--- config.mk ---
export PLATFORM = sky130hd
export DESIGN_NAME = fetch_unit
export DESIGN_NICKNAME = d
export VERILOG_FILES = /design/src/rtl/fetch_pkg.sv /design/src/rtl/fetch_pc_gen.sv /design/src/rtl/fetch_unit.sv
export SDC_FILE = /design/constraint.sdc
export NUM_CORES = 1
export LEC_CHECK = 0
export ABC_CLOCK_PERIOD_IN_PS = 4800
export CAP_MARGIN = 5
export CORE_MARGIN = 5
export CORE_UTILIZATION = 45
export CTS_BUF_LIST = sky130_fd_sc_hd__clkbuf_8
export CTS_CLUSTER_DIAMETER = 100
export DETAILED_ROUTE_END_ITERATION = 16
export GPL_TIMING_DRIVEN = 0
export HOLD_SLACK_MARGIN = 0.06
export PLACE_DENSITY = 0.79
export SLEW_MARGIN = 20
export SYNTH_ARGS = -nofsm -noshare
export SYNTH_HDL_FRONTEND = slang
export SYNTH_SLANG_ARGS = --single-unit
--- constraint.sdc ---
create_clock -name clk -period 4.8 [get_ports clk]
set_input_delay 0.72 -clock clk [delete_from_list [all_inputs] [get_ports clk]]
set_output_delay 0.72 -clock clk [all_outputs]
set_load 0.01 [all_outputs]
--- src/rtl/fetch_pkg.sv ---
// Shared types and constants for the instruction fetch stage.
package fetch_pkg;

    typedef enum logic [1:0] {
        S_BOOT = 2'd0,
        S_RUN  = 2'd1,
        S_HALT = 2'd2
    } fetch_state_t;

    localparam int          PC_STEP   = 4;
    localparam logic [31:0] INSTR_NOP = 32'hD503201F;

    // A fetch target must be word aligned; any low-bit set is fatal.
    function automatic logic is_misaligned(input logic [1:0] lsb);
        return lsb != 2'b00;
    endfunction

endpackage

--- src/rtl/fetch_pc_gen.sv ---
// Next-PC selection for the fetch stage: hold, sequential step, or redirect.
// Also flags a redirect whose target is not word aligned.
module fetch_pc_gen
    import fetch_pkg::*;
#(
    parameter int PC_WIDTH = 64
) (
    input  logic [PC_WIDTH-1:0] pc_q,
    input  logic                run,
    input  logic                load,
    input  logic                br_valid,
    input  logic [PC_WIDTH-1:0] br_target,
    output logic [PC_WIDTH-1:0] pc_d,
    output logic                redirect,
    output logic                misalign
);

    // Misaligned redirect beats aligned redirect beats sequential step; otherwise hold.
    always_comb begin
        misalign = run && br_valid && is_misaligned(br_target[1:0]);
        redirect = run && br_valid && !misalign;
        pc_d     = pc_q;
        if (redirect)
            pc_d = br_target;
        else if (load && !misalign)
            pc_d = pc_q + PC_WIDTH'(PC_STEP);
    end

endmodule

--- src/rtl/fetch_unit.sv ---
// Instruction fetch stage: owns the PC, addresses imem, registers the fetched
// word with its PC and hands it to decode over valid/ready.
// Optional build macro FETCH_PERF_CNT_EN adds fetch/stall performance counters.
module fetch_unit
    import fetch_pkg::*;
#(
    parameter int                  PC_WIDTH   = 64,
    parameter int                  ADDR_WIDTH = 6,
    parameter int                  DATA_WIDTH = 32,
    parameter logic [PC_WIDTH-1:0] RESET_PC   = '0
) (
    input  logic                  clk,
    input  logic                  reset,
    input  logic                  fetch_en,
    output logic [ADDR_WIDTH-1:0] imem_addr,
    input  logic [DATA_WIDTH-1:0] imem_q,
    input  logic                  br_valid,
    input  logic [PC_WIDTH-1:0]   br_target,
    output logic                  out_valid,
    input  logic                  out_ready,
    output logic [DATA_WIDTH-1:0] out_instr,
    output logic [PC_WIDTH-1:0]   out_pc,
    output logic                  halted,
    output logic                  err_misalign
`ifdef FETCH_PERF_CNT_EN
   ,output logic [31:0]           fetch_cnt,
    output logic [31:0]           stall_cnt
`endif
);

    fetch_state_t          state_q, state_d;
    logic [PC_WIDTH-1:0]   pc_q, pc_d;
    logic                  out_valid_q, out_valid_d;
    logic [DATA_WIDTH-1:0] out_instr_q, out_instr_d;
    logic [PC_WIDTH-1:0]   out_pc_q, out_pc_d;
    logic                  halted_q, halted_d;
    logic                  err_q, err_d;

    logic run, load, redirect, misalign;

    // imem is read combinationally from the current PC, wrapping within its depth.
    assign imem_addr = pc_q[ADDR_WIDTH+1:2];

    fetch_pc_gen #(.PC_WIDTH(PC_WIDTH)) u_pc_gen (
        .pc_q      (pc_q),
        .run       (run),
        .load      (load),
        .br_valid  (br_valid),
        .br_target (br_target),
        .pc_d      (pc_d),
        .redirect  (redirect),
        .misalign  (misalign)
    );

    // Load decision, FSM next state and output-register next values.
    always_comb begin
        run  = (state_q == S_RUN);
        // Any redirect request (aligned or not) suppresses the load that cycle.
        load = run && !br_valid && fetch_en && (!out_valid_q || out_ready);

        state_d = state_q;
        case (state_q)
            S_BOOT:  state_d = S_RUN;
            S_RUN:   if (misalign) state_d = S_HALT;
            default: state_d = state_q;
        endcase

        out_valid_d = out_valid_q;
        out_instr_d = out_instr_q;
        out_pc_d    = out_pc_q;
        if (state_q == S_HALT || misalign || redirect) begin
            out_valid_d = 1'b0;
        end else if (load) begin
            out_valid_d = 1'b1;
            out_instr_d = imem_q;
            out_pc_d    = pc_q;
        end else if (out_valid_q && out_ready) begin
            out_valid_d = 1'b0;
        end

        halted_d = (state_d == S_HALT);
        err_d    = err_q | misalign;
    end

    // All fetch-stage state, cleared asynchronously.
    always_ff @(posedge clk or posedge reset) begin
        if (reset) begin
            state_q     <= S_BOOT;
            pc_q        <= RESET_PC;
            out_valid_q <= 1'b0;
            out_instr_q <= '0;
            out_pc_q    <= '0;
            halted_q    <= 1'b0;
            err_q       <= 1'b0;
        end else begin
            state_q     <= state_d;
            pc_q        <= pc_d;
            out_valid_q <= out_valid_d;
            out_instr_q <= out_instr_d;
            out_pc_q    <= out_pc_d;
            halted_q    <= halted_d;
            err_q       <= err_d;
        end
    end

    assign out_valid    = out_valid_q;
    assign out_instr    = out_instr_q;
    assign out_pc       = out_pc_q;
    assign halted       = halted_q;
    assign err_misalign = err_q;

`ifdef FETCH_PERF_CNT_EN
    logic [31:0] fetch_cnt_q, fetch_cnt_d;
    logic [31:0] stall_cnt_q, stall_cnt_d;

    // Counters freeze once halted; a stall is any cycle holding an unaccepted word.
    always_comb begin
        fetch_cnt_d = fetch_cnt_q + 32'(load);
        stall_cnt_d = stall_cnt_q;
        if (state_q != S_HALT && out_valid_q && !out_ready)
            stall_cnt_d = stall_cnt_q + 32'd1;
    end

    // Performance counter registers.
    always_ff @(posedge clk or posedge reset) begin
        if (reset) begin
            fetch_cnt_q <= '0;
            stall_cnt_q <= '0;
        end else begin
            fetch_cnt_q <= fetch_cnt_d;
            stall_cnt_q <= stall_cnt_d;
        end
    end

    assign fetch_cnt = fetch_cnt_q;
    assign stall_cnt = stall_cnt_q;
`else
    // Performance counters not built in this configuration.
`endif

endmodule

==> metrics.txt <==
port buffer count 205; FF-to-FF setup slack 2070 ps; RSZ-0062 raised after global routing no; initial core utilization 45.46%; Pre-Repair DR Iteration Count 5; Synth Flop Type dfrtp_1; cell taking the most area after synthesis dfrtp_1; top post-synthesis cells by area dfrtp_1, nand2_1, o21ai_0, xnor2_1, xor2_1; CTS Buffer Depth 2; Final nets 1,180; sequential element share of the synthesized area 55.36%; CP top delay family buffers and inverters; clock sinks 165; Reg2Reg Depth 7; max incr delay on CP 540 ps; Pins Over Slew Limit 0; Routed met3 length 1139 µm; Post-synth EDFFs 0; CTS resizes 0; largest net degree at the start of global routing 35; Post-Synthesis Net Count 951; Worst-path clk slew 90 ps; YS warnings 0; slew margin rel. 40.56%; global-route wire length before repair 34,880 µm; CP Class in2reg; post-synthesis cell area 7458 µm²; P&R area growth vs syn 38.80%; CP Max Fanout 10; vias in the first global route 6,757; fin crit share 62.14%; Cell Rows 47; initial DRC count 396; FF/Latch Area 4129 µm²; DR WL/cell 16.20 µm; # Max-Cap Violations 0; CTS HTree Levels 4; worst hold start pc_q[0]; Met2 Routed Length 10,340 µm; Placer Congestion 0.8191; pwr dens 257.4 nW/µm²; Multi-input gate area 3072 µm²; Worst Setup End Kind flip-flop; clk_lat worst skew 460 ps; layout cells sized above 1 5.866%; I/O Pins 206; post-DR vias/cell 5.097; R2R Path Start state_q[1]; CTS tree done; Post-Route WL 21,230 µm; Fillers 1,364; pre-CTS WS 1328 ps; total track usage 22.26%; core area 16,410 µm²; Post-DP HPWL 15,810 µm; crit path DAT 3360 ps; final hold violations 0; top sig layer met4; Hold Path End out_pc[0]; Setup TNS 0 ps; leakage 0.004801 µW; wire length on met1 9242 µm; final setup vio count 0; CP most frequent cell clkbuf_1; antenna violations before repair 0; status finished clean; Post-Layout Inst Area 10,350 µm²; share of the synthesized area in the top cell type 55.36%; Mapped Cells 849; total die area 19,250 µm²; detailed-route via count 6,682; drc violations 0; Die Ht 138.7 µm; overflow left after global routing 0; maximum VDD drop 0.2133 mV; Worst Hold Depth 2; die width 138.7 µm; CP Cell Sequence clkdlybuf4s50_1, nor2_1, and3_1, clkbuf_1, clkbuf_1, clkbuf_1, nand2_1, o21ai_0; # diodes 0; slew of the pin with the lowest slew margin 891.6 ps; FMAX 335.2 MHz; hold_buf cts 0; type of origin of the critical path input port; number of setup buffers added after CTS 0; R2R Path End pc_q[61]; worst setup margin 1817 ps; mean post-synth cell area 8.785 µm²; Fin Clk Skew 14.50 ps; Bufs and invs on worst path 4; Async S/R FF share, synth 100.0%; Synth cell types 40; WP data required 5170 ps; clock buffers created by TritonCTS 17; Fin Hold WS 465.1 ps; clock root cell clkbuf_8; CP max stage cell clkbuf_1; Placed Area 9897 µm²; Seq cells post-synth 165; Final min period 2983 ps; Worst Hold Class reg2reg; Antenna Nets Post-Route 0
-- cell usage in the layout (no fill, tap or decap), types with 2 or more instances in the layout --
master and instances:
dfrtp_1 165, a22oi_1 2, and3_1 15, o21ai_0 62, xor2_1 25, buf_2 11, nor3_1 21, clkinv_4 2
clkbuf_8 18, clkbuf_1 30, nor4_4 2, buf_1 2, nand2_1 357, inv_1 10, nand3_1 27, and2_1 2
bufinv_16 5, clkdlybuf4s50_1 205, buf_12 4, nand4_1 26, clkinvlp_4 2, nor4_1 7, a21oi_1 4, and4_1 3
xnor2_1 33, buf_4 6, clkinv_2 4, nand4_2 3, nor2_1 18
-- Yosys cell counts (2+ instances only) --
library cell  instances
nor4_1                7
inv_1                10
dfrtp_1             165
and3_1               15
xor2_1               25
nor3_1               21
buf_2                11
nor2_1               18
clkbuf_1             30
nor4_4                2
a22oi_1               2
nand4_2               3
o21ai_0              62
nand2_1             357
nand3_1              27
a21oi_1               4
nand4_1              26
buf_4                 6
and4_1                3
xnor2_1              33
buf_1                 2
and2_1                2
-- stage by stage --
step,total power (µW),cells,utilization [%]
floorplan,1444,849,-
global route,2770,1311,63.10
CTS,2691,1311,63.10
global placement,1540,1274,59.67
finish,2664,1311,63.10
detailed placement,1550,1279,60.32
-- worst register-to-register path, cell delays in order (launching register included) --
cell and delay, ps:
dfrtp_1 440, and2b_1 270, and3_1 160, clkbuf_1 540, clkbuf_1 540, clkbuf_1 490, nand2_1 100, o21ai_0 100
-- worst max path at each step --
stage	startpoint	endpoint	slack [ps]	cells past startpoint
floorplan	reset	err_misalign	1980	1
global placement	reset	out_pc[32]	590	2
detailed placement	br_target[1]	pc_q[60]	1330	8
CTS	br_target[1]	pc_q[61]	1800	8
global route	br_target[1]	pc_q[62]	1630	8
finish	br_target[1]	pc_q[61]	1820	8
-- state kept, by name (all words and copies together), names as in the netlist --
register,cells
state_q,2
err_misalign,1
out_instr,32
halted,1
out_valid,1
out_pc,64
pc_q,64
-- final cells by class --
cell class	instances	share of cell area, %
plain buffers	49	2.127
clock buffers	18	2.393
clock inverters	14	2.006
inverters	10	0.3988
multi-input cells	625	29.67
flip-flops and latches	165	39.88
well taps	220	2.659
repair buffers	210	20.86
-- per-layer routing --
metal	GRT usage, %	vias to the layer above
met2	37.26	234
met1	28.95	3195
met4	7.673	0
met5	0	-
li1	-	3219
met3	4.690	34
-- where the power goes --
group          switching, µW  leakage [µW]  internal [µW]
Combinational           45.4       0.00229           83.8
Sequential             0.978       0.00228           1390
Clock                    514      0.000234            630
-- kinds of logic (layout without fill, tap and decap cells) --
kind of cell	count (synthesis)	in the layout	share of synthesized area, %
buffers and inverters	59	301	3.456
AND/OR/NAND/NOR	493	493	29.09
AO/OA/AOI/OAI	73	73	5.117
XOR/XNOR	58	58	6.811
flip-flops	165	165	55.36
adder cells (fa/ha/maj)	1	1	0.1677
No activity file was read; power rests on OpenSTA's default activity.
